`src/rtl/sd_write_buf_pkg.sv`:
```
// Shared types and helpers for the SD DAT-line write feeder.
package sd_write_buf_pkg;

    localparam int unsigned BlockCountWidth = 16;

    typedef enum logic [2:0] {
        FEED_IDLE,
        FEED_FILL,
        FEED_START,
        FEED_SEND,
        FEED_WAIT_DONE
    } feed_state_e;

    // Number of 32-bit words needed to hold a block of the given byte size.
    function automatic logic [31:0] words_for_bytes(input logic [31:0] bytes);
        return (bytes + 32'd3) >> 2;
    endfunction

endpackage

```
`src/rtl/write_word_fifo.sv`:
```
// Show-ahead synchronous word FIFO with flush; head_o is registered and
// reflects the new head word the cycle after a pop or a push into empty.
module write_word_fifo #(
    parameter int unsigned DepthWords = 128
) (
    input  logic                          clk_i,
    input  logic                          rst_i,
    input  logic                          flush_i,
    input  logic                          push_i,
    input  logic [31:0]                   wr_data_i,
    input  logic                          pop_i,
    output logic [31:0]                   head_o,
    output logic [$clog2(DepthWords):0]   count_o,
    output logic [$clog2(DepthWords):0]   count_next_o,
    output logic                          overflow_o,
    output logic                          underrun_o
);

    localparam int unsigned PtrW = $clog2(DepthWords);
    localparam int unsigned CntW = PtrW + 1;

    logic [31:0]     mem_q [DepthWords];
    logic [PtrW-1:0] wr_ptr_q, wr_ptr_d;
    logic [PtrW-1:0] rd_ptr_q, rd_ptr_d;
    logic [CntW-1:0] count_q, count_d;
    logic [31:0]     head_q, head_d;
    logic            full, empty, push_eff, pop_eff;

    // Pointer, occupancy and show-ahead head computation.
    always_comb begin
        full       = (count_q == CntW'(DepthWords));
        empty      = (count_q == '0);
        push_eff   = push_i & ~full & ~flush_i;
        pop_eff    = pop_i & ~empty & ~flush_i;
        overflow_o = push_i & full & ~flush_i;
        underrun_o = pop_i & empty & ~flush_i;
        wr_ptr_d   = wr_ptr_q + (push_eff ? PtrW'(1) : '0);
        rd_ptr_d   = rd_ptr_q + (pop_eff ? PtrW'(1) : '0);
        count_d    = count_q + (push_eff ? CntW'(1) : '0) - (pop_eff ? CntW'(1) : '0);
        head_d     = head_q;
        if (flush_i) begin
            wr_ptr_d = '0;
            rd_ptr_d = '0;
            count_d  = '0;
            head_d   = '0;
        end else if (pop_eff && count_d != '0) begin
            // The next head may be the word being written this very cycle.
            head_d = (push_eff && rd_ptr_d == wr_ptr_q) ? wr_data_i : mem_q[rd_ptr_d];
        end else if (empty && push_eff) begin
            head_d = wr_data_i;
        end
    end

    // Storage array write port.
    always_ff @(posedge clk_i) begin
        if (push_eff) begin
            mem_q[wr_ptr_q] <= wr_data_i;
        end
    end

    // Pointer, count and head registers.
    always_ff @(posedge clk_i or posedge rst_i) begin
        if (rst_i) begin
            wr_ptr_q <= '0;
            rd_ptr_q <= '0;
            count_q  <= '0;
            head_q   <= '0;
        end else begin
            wr_ptr_q <= wr_ptr_d;
            rd_ptr_q <= rd_ptr_d;
            count_q  <= count_d;
            head_q   <= head_d;
        end
    end

    assign head_o       = head_q;
    assign count_o      = count_q;
    assign count_next_o = count_d;

endmodule

```
`src/rtl/dat_write_feeder.sv`:
```
// Feeds host-written words to the SD DAT writer a block at a time.
// Optional macro DAT_FEED_BYTE_SWAP_EN byte-reverses data_o for big-endian hosts.
module dat_write_feeder
    import sd_write_buf_pkg::*;
#(
    parameter int unsigned MaxBlockBitSize = 12,
    parameter int unsigned DepthWords      = 128
) (
    input  logic                       clk_i,
    input  logic                       rst_i,
    input  logic                       xfer_go_i,
    input  logic [MaxBlockBitSize-1:0] block_size_i,
    input  logic [15:0]                block_count_i,
    input  logic                       multi_block_i,
    input  logic                       abort_i,
    input  logic                       wr_valid_i,
    input  logic [31:0]                wr_data_i,
    output logic                       buf_wr_ready_o,
    output logic                       start_o,
    output logic [31:0]                data_o,
    input  logic                       next_word_i,
    input  logic                       done_i,
    input  logic                       crc_err_i,
    input  logic                       end_bit_err_i,
    output logic                       xfer_done_o,
    output logic                       err_o,
    output logic                       busy_o
);

    localparam int unsigned CntW = $clog2(DepthWords) + 1;

    feed_state_e                state_q, state_d;
    logic [BlockCountWidth-1:0] blocks_left_q, blocks_left_d;
    logic [MaxBlockBitSize:0]   pop_cnt_q, pop_cnt_d;
    logic                       err_q, err_d;
    logic                       xfer_done_q, xfer_done_d;
    logic                       ready_q, ready_d;

    logic [31:0]     blk_words;
    logic [31:0]     head;
    logic [CntW-1:0] fifo_count, fifo_count_next;
    logic            overflow, underrun;

    assign blk_words = words_for_bytes(32'(block_size_i));

    write_word_fifo #(
        .DepthWords (DepthWords)
    ) u_fifo (
        .clk_i        (clk_i),
        .rst_i        (rst_i),
        .flush_i      (abort_i),
        .push_i       (wr_valid_i),
        .wr_data_i    (wr_data_i),
        .pop_i        (next_word_i),
        .head_o       (head),
        .count_o      (fifo_count),
        .count_next_o (fifo_count_next),
        .overflow_o   (overflow),
        .underrun_o   (underrun)
    );

    // State and status registers.
    always_ff @(posedge clk_i or posedge rst_i) begin
        if (rst_i) begin
            state_q       <= FEED_IDLE;
            blocks_left_q <= '0;
            pop_cnt_q     <= '0;
            err_q         <= 1'b0;
            xfer_done_q   <= 1'b0;
            ready_q       <= 1'b1;
        end else begin
            state_q       <= state_d;
            blocks_left_q <= blocks_left_d;
            pop_cnt_q     <= pop_cnt_d;
            err_q         <= err_d;
            xfer_done_q   <= xfer_done_d;
            ready_q       <= ready_d;
        end
    end

    // Next-state, block/pop counting and sticky error logic.
    always_comb begin
        state_d       = state_q;
        blocks_left_d = blocks_left_q;
        pop_cnt_d     = pop_cnt_q;
        err_d         = err_q | overflow | underrun;
        xfer_done_d   = 1'b0;
        // Ready is computed from next-cycle occupancy so the flop matches the live count.
        ready_d       = (32'(DepthWords) - 32'(fifo_count_next)) >= blk_words;
        if (abort_i) begin
            state_d   = FEED_IDLE;
            pop_cnt_d = '0;
            err_d     = 1'b0;
        end else begin
            unique case (state_q)
                FEED_IDLE: begin
                    if (xfer_go_i) begin
                        err_d = overflow | underrun;
                        if (multi_block_i && block_count_i == '0) begin
                            xfer_done_d = 1'b1;
                        end else begin
                            state_d       = FEED_FILL;
                            blocks_left_d = multi_block_i ? block_count_i : BlockCountWidth'(1);
                        end
                    end
                end
                FEED_FILL: begin
                    pop_cnt_d = '0;
                    if (32'(fifo_count) >= blk_words) begin
                        state_d = FEED_START;
                    end
                end
                FEED_START: begin
                    if (next_word_i) begin
                        pop_cnt_d = (MaxBlockBitSize+1)'(1);
                        state_d   = (blk_words <= 32'd1) ? FEED_WAIT_DONE : FEED_SEND;
                    end
                end
                FEED_SEND: begin
                    if (next_word_i) begin
                        pop_cnt_d = pop_cnt_q + 1'b1;
                        if (32'(pop_cnt_q) + 32'd1 >= blk_words) begin
                            state_d = FEED_WAIT_DONE;
                        end
                    end
                end
                FEED_WAIT_DONE: begin
                    if (done_i) begin
                        if (crc_err_i || end_bit_err_i) begin
                            err_d   = 1'b1;
                            state_d = FEED_IDLE;
                        end else begin
                            blocks_left_d = blocks_left_q - 1'b1;
                            if (blocks_left_q == BlockCountWidth'(1)) begin
                                xfer_done_d = 1'b1;
                                state_d     = FEED_IDLE;
                            end else begin
                                state_d = FEED_FILL;
                            end
                        end
                    end
                end
                default: state_d = FEED_IDLE;
            endcase
        end
    end

    // Outputs decoded from state and the FIFO head.
    always_comb begin
        start_o = (state_q == FEED_START);
        busy_o  = (state_q != FEED_IDLE);
`ifdef DAT_FEED_BYTE_SWAP_EN
        data_o  = {head[7:0], head[15:8], head[23:16], head[31:24]};
`else
        data_o  = head;
`endif
    end

    assign xfer_done_o    = xfer_done_q;
    assign err_o          = err_q;
    assign buf_wr_ready_o = ready_q;

endmodule

```
`config.mk`:
```
export PLATFORM = sky130hd
export DESIGN_NAME = dat_write_feeder
export DESIGN_NICKNAME = d
export VERILOG_FILES = /design/src/rtl/sd_write_buf_pkg.sv /design/src/rtl/write_word_fifo.sv /design/src/rtl/dat_write_feeder.sv
export SDC_FILE = /design/constraint.sdc
export NUM_CORES = 2
export LEC_CHECK = 0
export CAP_MARGIN = 20
export CORE_ASPECT_RATIO = 0.7
export CORE_MARGIN = 2
export CORE_UTILIZATION = 57
export CTS_CLUSTER_DIAMETER = 150
export DETAILED_ROUTE_END_ITERATION = 12
export DONT_BUFFER_PORTS = 1
export GPL_ROUTABILITY_DRIVEN = 0
export PLACE_DENSITY = 0.75
export SETUP_SLACK_MARGIN = 0.1
export SYNTH_ARGS = -nofsm -noshare
export SYNTH_HDL_FRONTEND = slang
export SYNTH_SLANG_ARGS = --single-unit
```
`constraint.sdc`:
```
create_clock -name clk_i -period 4.4 [get_ports clk_i]
set_input_delay 0.88 -clock clk_i [delete_from_list [all_inputs] [get_ports clk_i]]
set_output_delay 0.88 -clock clk_i [all_outputs]
set_load 0.02 [all_outputs]
```
After elaboration in Yosys (flattened, before gate mapping)
Memories as Yosys holds them, arrays and structs flattened.
Cells that the tools add are included.
{"block": "word_totals", "register_bits": 89, "ram_bits": 4096, "input_bits": 70, "mem_count": 1}
{"memory": "u_fifo.mem_q", "depth": 128, "word_bits": 32, "read_ports": 1, "rd_ports_with_merged_regs": 0, "write_ports": 1, "line": "write_word_fifo.sv:22", "source": "logic [31:0] mem_q [DepthWords];"}
{"block": "op_classes", "addsub": 9, "order_cmp": 4, "eq_ne": 18, "mux": 47, "n_bitwise": 14, "reduce_logical": 16}
{"operator": "32-bit 2-to-1 mux", "count": 4}
{"operator": "16-bit 2-to-1 mux", "count": 5}
{"operator": "13-bit 2-to-1 mux", "count": 3}
{"operator": "13-bit one-hot mux with 3 select lines", "count": 1}
{"operator": "32-bit by 11-bit >= comparator with 1-bit output", "count": 1}
{"operator": "16-bit one-hot mux with 2 select lines", "count": 1}
{"operator": "3-bit 2-to-1 mux", "count": 9}
{"operator": "1-bit 2-to-1 mux", "count": 18}
{"operator": "3-bit != test, second input constant", "count": 6}
{"operator": "16-bit by 1-bit == test with 1-bit output, second input constant", "count": 1}
{"operator": "16-bit zero test", "count": 1}
{"operator": "16-bit by 1-bit subtractor with 16-bit output, second input constant", "count": 1}
{"operator": "3-bit one-hot mux with 5 select lines", "count": 1}
{"operator": "13-bit by 1-bit adder with 14-bit output, second input constant", "count": 1}
{"operator": "7-bit adder", "count": 2}
{"operator": "14-bit by 11-bit >= comparator with 1-bit output", "count": 1}
{"operator": "7-bit 2-to-1 mux", "count": 2}
{"operator": "12-bit by 2-bit adder with 13-bit output, second input constant", "count": 1}
{"operator": "13-bit by 1-bit adder with 13-bit output, second input constant", "count": 1}
{"operator": "8-bit by 11-bit >= comparator with 1-bit output", "count": 1}
{"operator": "11-bit by 1-bit <= comparator with 1-bit output, second input constant", "count": 1}
{"operator": "8-bit by 8-bit subtractor with 9-bit output, first input constant", "count": 1}
{"operator": "8-bit adder", "count": 1}
{"operator": "1-bit bitwise AND", "count": 8}
{"operator": "other kinds (23)", "count": 36}

Depth between registers and ports, before layout
{"block": "depth", "word_depth": 11, "mapped_depth": 20, "depth_no_buf": 20}

Hierarchy
A second synthesis with hierarchy kept.
{"block": "unflattened", "hier_cells": 7858, "area_unflattened_um2": 163001.3}
{"module": "write_word_fifo", "instances": 1, "cells_per_inst": 7482, "area_each_um2": 159869.6, "seq_area_each_um2": 124349.3}
{"module": "dat_write_feeder", "instances": 1, "cells_per_inst": 376, "area_each_um2": 3131.8, "seq_area_each_um2": 877.1}

Least setup slack after synthesis
No wires, ideal clock.
{"block": "synth_path", "path_kind": "register to register", "start": "register u_fifo.count_q[2] (netlist: u_fifo.count_o[2])", "end": "register u_fifo.head_q[10] (netlist: u_fifo.head_o[10])", "setup_time_ns": 0.126, "arrival_time_ns": 4.038, "required_time_ns": 4.274, "slack_ns": 0.236, "path_stages_with_launch": 20, "period_less_slack_ns": 4.164, "path_cell_list": "dfrtp_1 -> inv_1 -> ha_1 -> nor4bb_1 -> a21o_1 -> inv_1 -> nand2_1 -> nand2_1 -> ha_1 -> fa_1 -> a21oi_1 -> o21bai_1 -> and3_1 -> a211oi_2 -> a41oi_2 -> nor3_2 -> nor3b_1 -> buf_2 -> buf_4 -> a221o_1"}
{"block": "synth_via", "elab_chain_cells": 11, "elab_cells_between_ends": 24, "classes_between": "3 x add/sub; 2 x eq/ne; 6 x mux; 6 x bitwise; 6 x reduce/logical; 1 x memory"}
{"element": "start, declared", "line": "write_word_fifo.sv:25", "source": "logic [CntW-1:0] count_q, count_d;"}
{"element": "start signal, assigned", "line": "write_word_fifo.sv:71", "source": "count_q <= count_d;"}
{"element": "8-bit == test / 8-bit zero test (equally long branches)", "line": "write_word_fifo.sv:31, write_word_fifo.sv:32"}
{"element": "1-bit NOT (on tied branches)", "line": "write_word_fifo.sv:33, write_word_fifo.sv:34"}
{"element": "1-bit bitwise AND (on tied branches) (2 in series)", "line": "write_word_fifo.sv:33, write_word_fifo.sv:34"}
{"element": "1-bit 2-to-1 mux (on tied branches)", "line": "write_word_fifo.sv:39, write_word_fifo.sv:38"}
{"element": "8-bit adder / 7-bit adder (equally long branches)", "line": "write_word_fifo.sv:39, write_word_fifo.sv:38"}
{"element": "8-bit subtractor / 7-bit == test (equally long branches)", "line": "write_word_fifo.sv:39, write_word_fifo.sv:48"}
{"element": "8-bit nonzero test / 1-bit logical AND (equally long branches)", "line": "write_word_fifo.sv:46, write_word_fifo.sv:48"}
{"element": "1-bit logical AND / 32-bit 2-to-1 mux (equally long branches)", "line": "write_word_fifo.sv:46, write_word_fifo.sv:48"}
{"element": "32-bit 2-to-1 mux", "line": "write_word_fifo.sv:46", "source": "end else if (pop_eff && count_d != '0) begin"}
{"element": "32-bit 2-to-1 mux", "line": "write_word_fifo.sv:41", "source": "if (flush_i) begin"}
{"element": "end signal, assigned", "line": "write_word_fifo.sv:67", "source": "head_q <= '0;"}
{"element": "end signal, assigned", "line": "write_word_fifo.sv:72", "source": "head_q <= head_d;"}
{"element": "end, declared", "line": "write_word_fifo.sv:26", "source": "logic [31:0] head_q, head_d;"}
Several ways; a longest one is shown, not always the timed one.
A chain may end at the register's enable or synchronous reset.

Final worst setup path
{"block": "layout_path", "start": "register u_fifo.count_q[2] (netlist: u_fifo.count_o[2])", "end": "register u_fifo.head_q[1] (netlist: u_fifo.head_o[1])"}
The elaborated chain is that of the path after synthesis.

==> summary.txt <==
Yosys
  – Netlist cell types: 69
  – Post-synth top flop: edfxtp_1
  – Post-synth EDFFs: 4096
  – Yosys warnings: 0
  – Mapped Area: 162000 um^2
  – Synth Register Bits: 4185
  – Async set or reset register ratio after synthesis: 0.02127
  – Syn nets: between 7000 and 8000
  – Mean Syn Cell Area: around 23 um^2
  – Sequential fraction of the synthesis area: 0.7732
  – Cell count after synthesis: 7001

Critical path
  – WS Path Type: reg2reg
  – R2R cell count: 19
  – Critical Path AT: 5400 ps
  – RR Endpoint: u_fifo.head_o[1]
  – Flop2flop setup slack: -170 ps
  – FF-to-FF Start: u_fifo.count_o[2]
  – CP endpoint kind: register
  – Critical Path Source: u_fifo.count_o[2]
  – Worst Setup Start Kind: register
  – Worst Path Required: 5230 ps
  – CP max FO: 11

Clock tree
  – CTS tree: built
  – TritonCTS Sinks: around 4200
  – Worst-Skew Late Latency: around 950 ps
  – Clock root cell: clkbuf_16
  – Worst-path clk slew: 70 ps
  – CTS Buf Count: 371
  – H-tree depth: 5
  – Clock Path Buffers: 4

GRT
  – Largest net degree at the start of global routing: 130
  – GRT overflow: 0
  – GRT Overall Usage: 0.3185
  – Antenna violations before repair: 27
  – Vias in the first global route: 83280
  – First-pass GRT wire length: 640300 um

Finish
  – Fillers: 16740
  – Post-route cell area: 187800 um^2
  – Layout area overhead: 15.96%
  – Final core utilization: 0.6654
  – Nets: between 7000 and 8000
  – Share of layout cells above drive strength 1: 0.3574

Timing
  – Minimum clock period: 4572 ps
  – Worst-Margin Slew: 1142 ps
  – Final hold vios: 0
  – Fin crit share: 1.039
  – Unrepaired setup endpoints after global routing: true
  – Setup ws final: -171.6 ps
  – # setup viols final: 29
  – Slew Limit Fails: 0
  – Clock Skews: 74.29 ps
  – FMAX: 0.2187 GHz
  – Slew margin rel.: 0.2369

Floorplanning
  – Die ar.: 288500 um^2
  – IO Pins: 107
  – CORE AREA: ~280000 um^2
  – Core Rows: 163
  – Die H: 450.0 um
  – Starting Density: 0.5738
  – Die width: 641.1 um

Run
  – Max-capacitance violation count: 0

Place
  – Number of I/O port buffers: 0
  – Placement Cell Area: 171800 um^2
  – HPWL after detailed placement: 235500 um

Drt
  – DR vias/cell: just over 7
  – Per-cell routed wire length: between 30 and 40 um
  – Vias after detailed routing: 84430
  – Drt initial violations: ~17000
  – Drt first pass iters: 6
  – DRC: 0
  – Final ANT Viol Nets: 0
  – Drt total wl: 468600 um

Min path
  – Worst Hold End: err_o
  – Hold path depth: 1
  – Hold_sp: abort_i
  – HP Class: in2reg

Power
  – VDD IR max: 0.3689 mV
  – P_leak: 58.71 nW
  – Power Density: 496.1 nW/um^2

Run status
  – Failing checks: negative setup slack
  – Status: finished with violations
## state kept, by name, summed over array words and instances, names as in the netlist
signal           cells
u_fifo.count_o       8
xfer_done_o          1
err_o                1
u_fifo.mem_q      4096
u_fifo.head_o       32
buf_wr_ready_o       1
u_fifo.wr_ptr_q      7
u_fifo.rd_ptr_q      7
state_q              3
blocks_left_q       16
pop_cnt_q           13
## how the worst max path moves through the flow
stage	endpoint	slack, ps	cells past startpoint
2_1_floorplan	u_fifo.head_o[10]	240	19
3_3_place_gp	u_fifo.head_o[15]	-410	17
3_5_place_dp	u_fifo.head_o[11]	-340	18
4_1_cts	u_fifo.head_o[31]	-10	19
5_1_grt	u_fifo.head_o[2]	-200	20
6_report	u_fifo.head_o[1]	-170	19
## through the flow
stage / hold slack (ps) / setup WS [ps] / instances / power [W] / TNS [ps]
after global placement: 483.5 / -406.8 / 10970 / 0.05803 / -8695
after global routing: 20.23 / -195.8 / 11830 / 0.09519 / -4025
after detailed placement: 484.7 / -341.2 / 10970 / 0.05826 / -6599
after CTS: 0.4469 / -12.22 / 11720 / 0.09164 / -12.22
after floorplan: 446.2 / 236.0 / 7001 / 0.05389 / 0
final: 43.97 / -171.6 / 11830 / 0.09317 / -2402
## worst max-delay path, stage by stage, from the launching register on
cell and delay, ps:
dfrtp_1 400, inv_2 90, ha_4 120, nor4bb_4 270
buf_4 160, a21o_1 170, inv_2 100, ha_4 330
buf_12 150, buf_12 170, buf_12 140, bufbuf_16 320
mux4_2 540, mux4_2 530, nand2_1 160, nand2_1 120
a21oi_1 190, buf_4 190, o22ai_1 90, a221o_1 270
## synthesized netlist by cell type (all sizes together) (12+ instances only)
cell type | number | area (um^2)
a21o | 13 | 97.59
a21oi | 139 | 695.7
a221o | 29 | 290.3
a31oi | 13 | 81.33
and3 | 16 | 100.1
buf | 166 | 987.2
clkbuf | 202 | 758.2
dfrtp | 88 | 2202
edfxtp | 4096 | 123000
ha | 48 | 600.6
inv | 19 | 71.32
mux4 | 1274 | 28690
nand2 | 361 | 1355
nand2b | 13 | 81.33
nand3 | 55 | 275.3
nor2 | 202 | 760.7
nor2b | 13 | 81.33
nor3 | 22 | 115.1
nor4 | 12 | 75.07
o21ai | 55 | 275.3
o22ai | 30 | 187.7
xnor2 | 26 | 227.7
xor2 | 25 | 234.0
## per-layer routing
layer,track usage,share of wire,vias to the layer above
li1,-,-,31280
met1,0.4490,0.34,44350
met2,0.4782,0.47,7759
met3,0.09756,0.15,1022
met4,0.1158,0.040,18
met5,0,0.00070,-
## cells by family after synthesis
logic type	synth area share
buf+inv	0.01122
xor+xnor	0.002851
simple gates	0.01927
mux	0.1776
fa+ha+maj	0.003832
flops	0.7732
compound gates	0.01208
## layout make-up
class                      instances  area, um^2  share of cell area
inverter                          19       73.82           0.0003931
clock buffer                     434        9625             0.05125
multi-input combinational       2429       36790              0.1959
sequential                      4185      125200              0.6668
tap                             3795        4748             0.02528
antenna                            7       17.52          0.00009327
clock inverter                   241        2280             0.01214
timing repair buffer             722        9050             0.04819
## where the power goes
part	internal (W)	switching, W	leakage [nW]
sequential	0.0439	0.000482	38.0
combinational	0.00862	0.00736	14.9
clock	0.0180	0.0148	5.79
total	0.0706	0.0226	58.7
## cells in the final DEF (no fill, tap or decap), types with 40 or more instances in the layout
cell,instances
mux4_2,1274
clkbuf_1,57
buf_6,57
ha_1,44
buf_16,58
nor2_1,72
nand2_2,97
buf_4,434
edfxtp_1,4096
nand2_1,255
dfrtp_1,88
nand3_1,40
clkbuf_16,394
buf_12,134
o21ai_0,53
nor2_4,128
a21oi_1,88
clkinv_2,70
clkinv_1,86
## what timing repair did
item	in CTS	in global routing
hold buffers	2	0
endpoints found under the hold margin	41	0
cloned	23	19
endpoints found under the setup margin	33	33
pin swaps	22	31
gates resized for setup	210	192
setup buffers	47	85
Note: power is estimated with default switching activity, not from simulation.
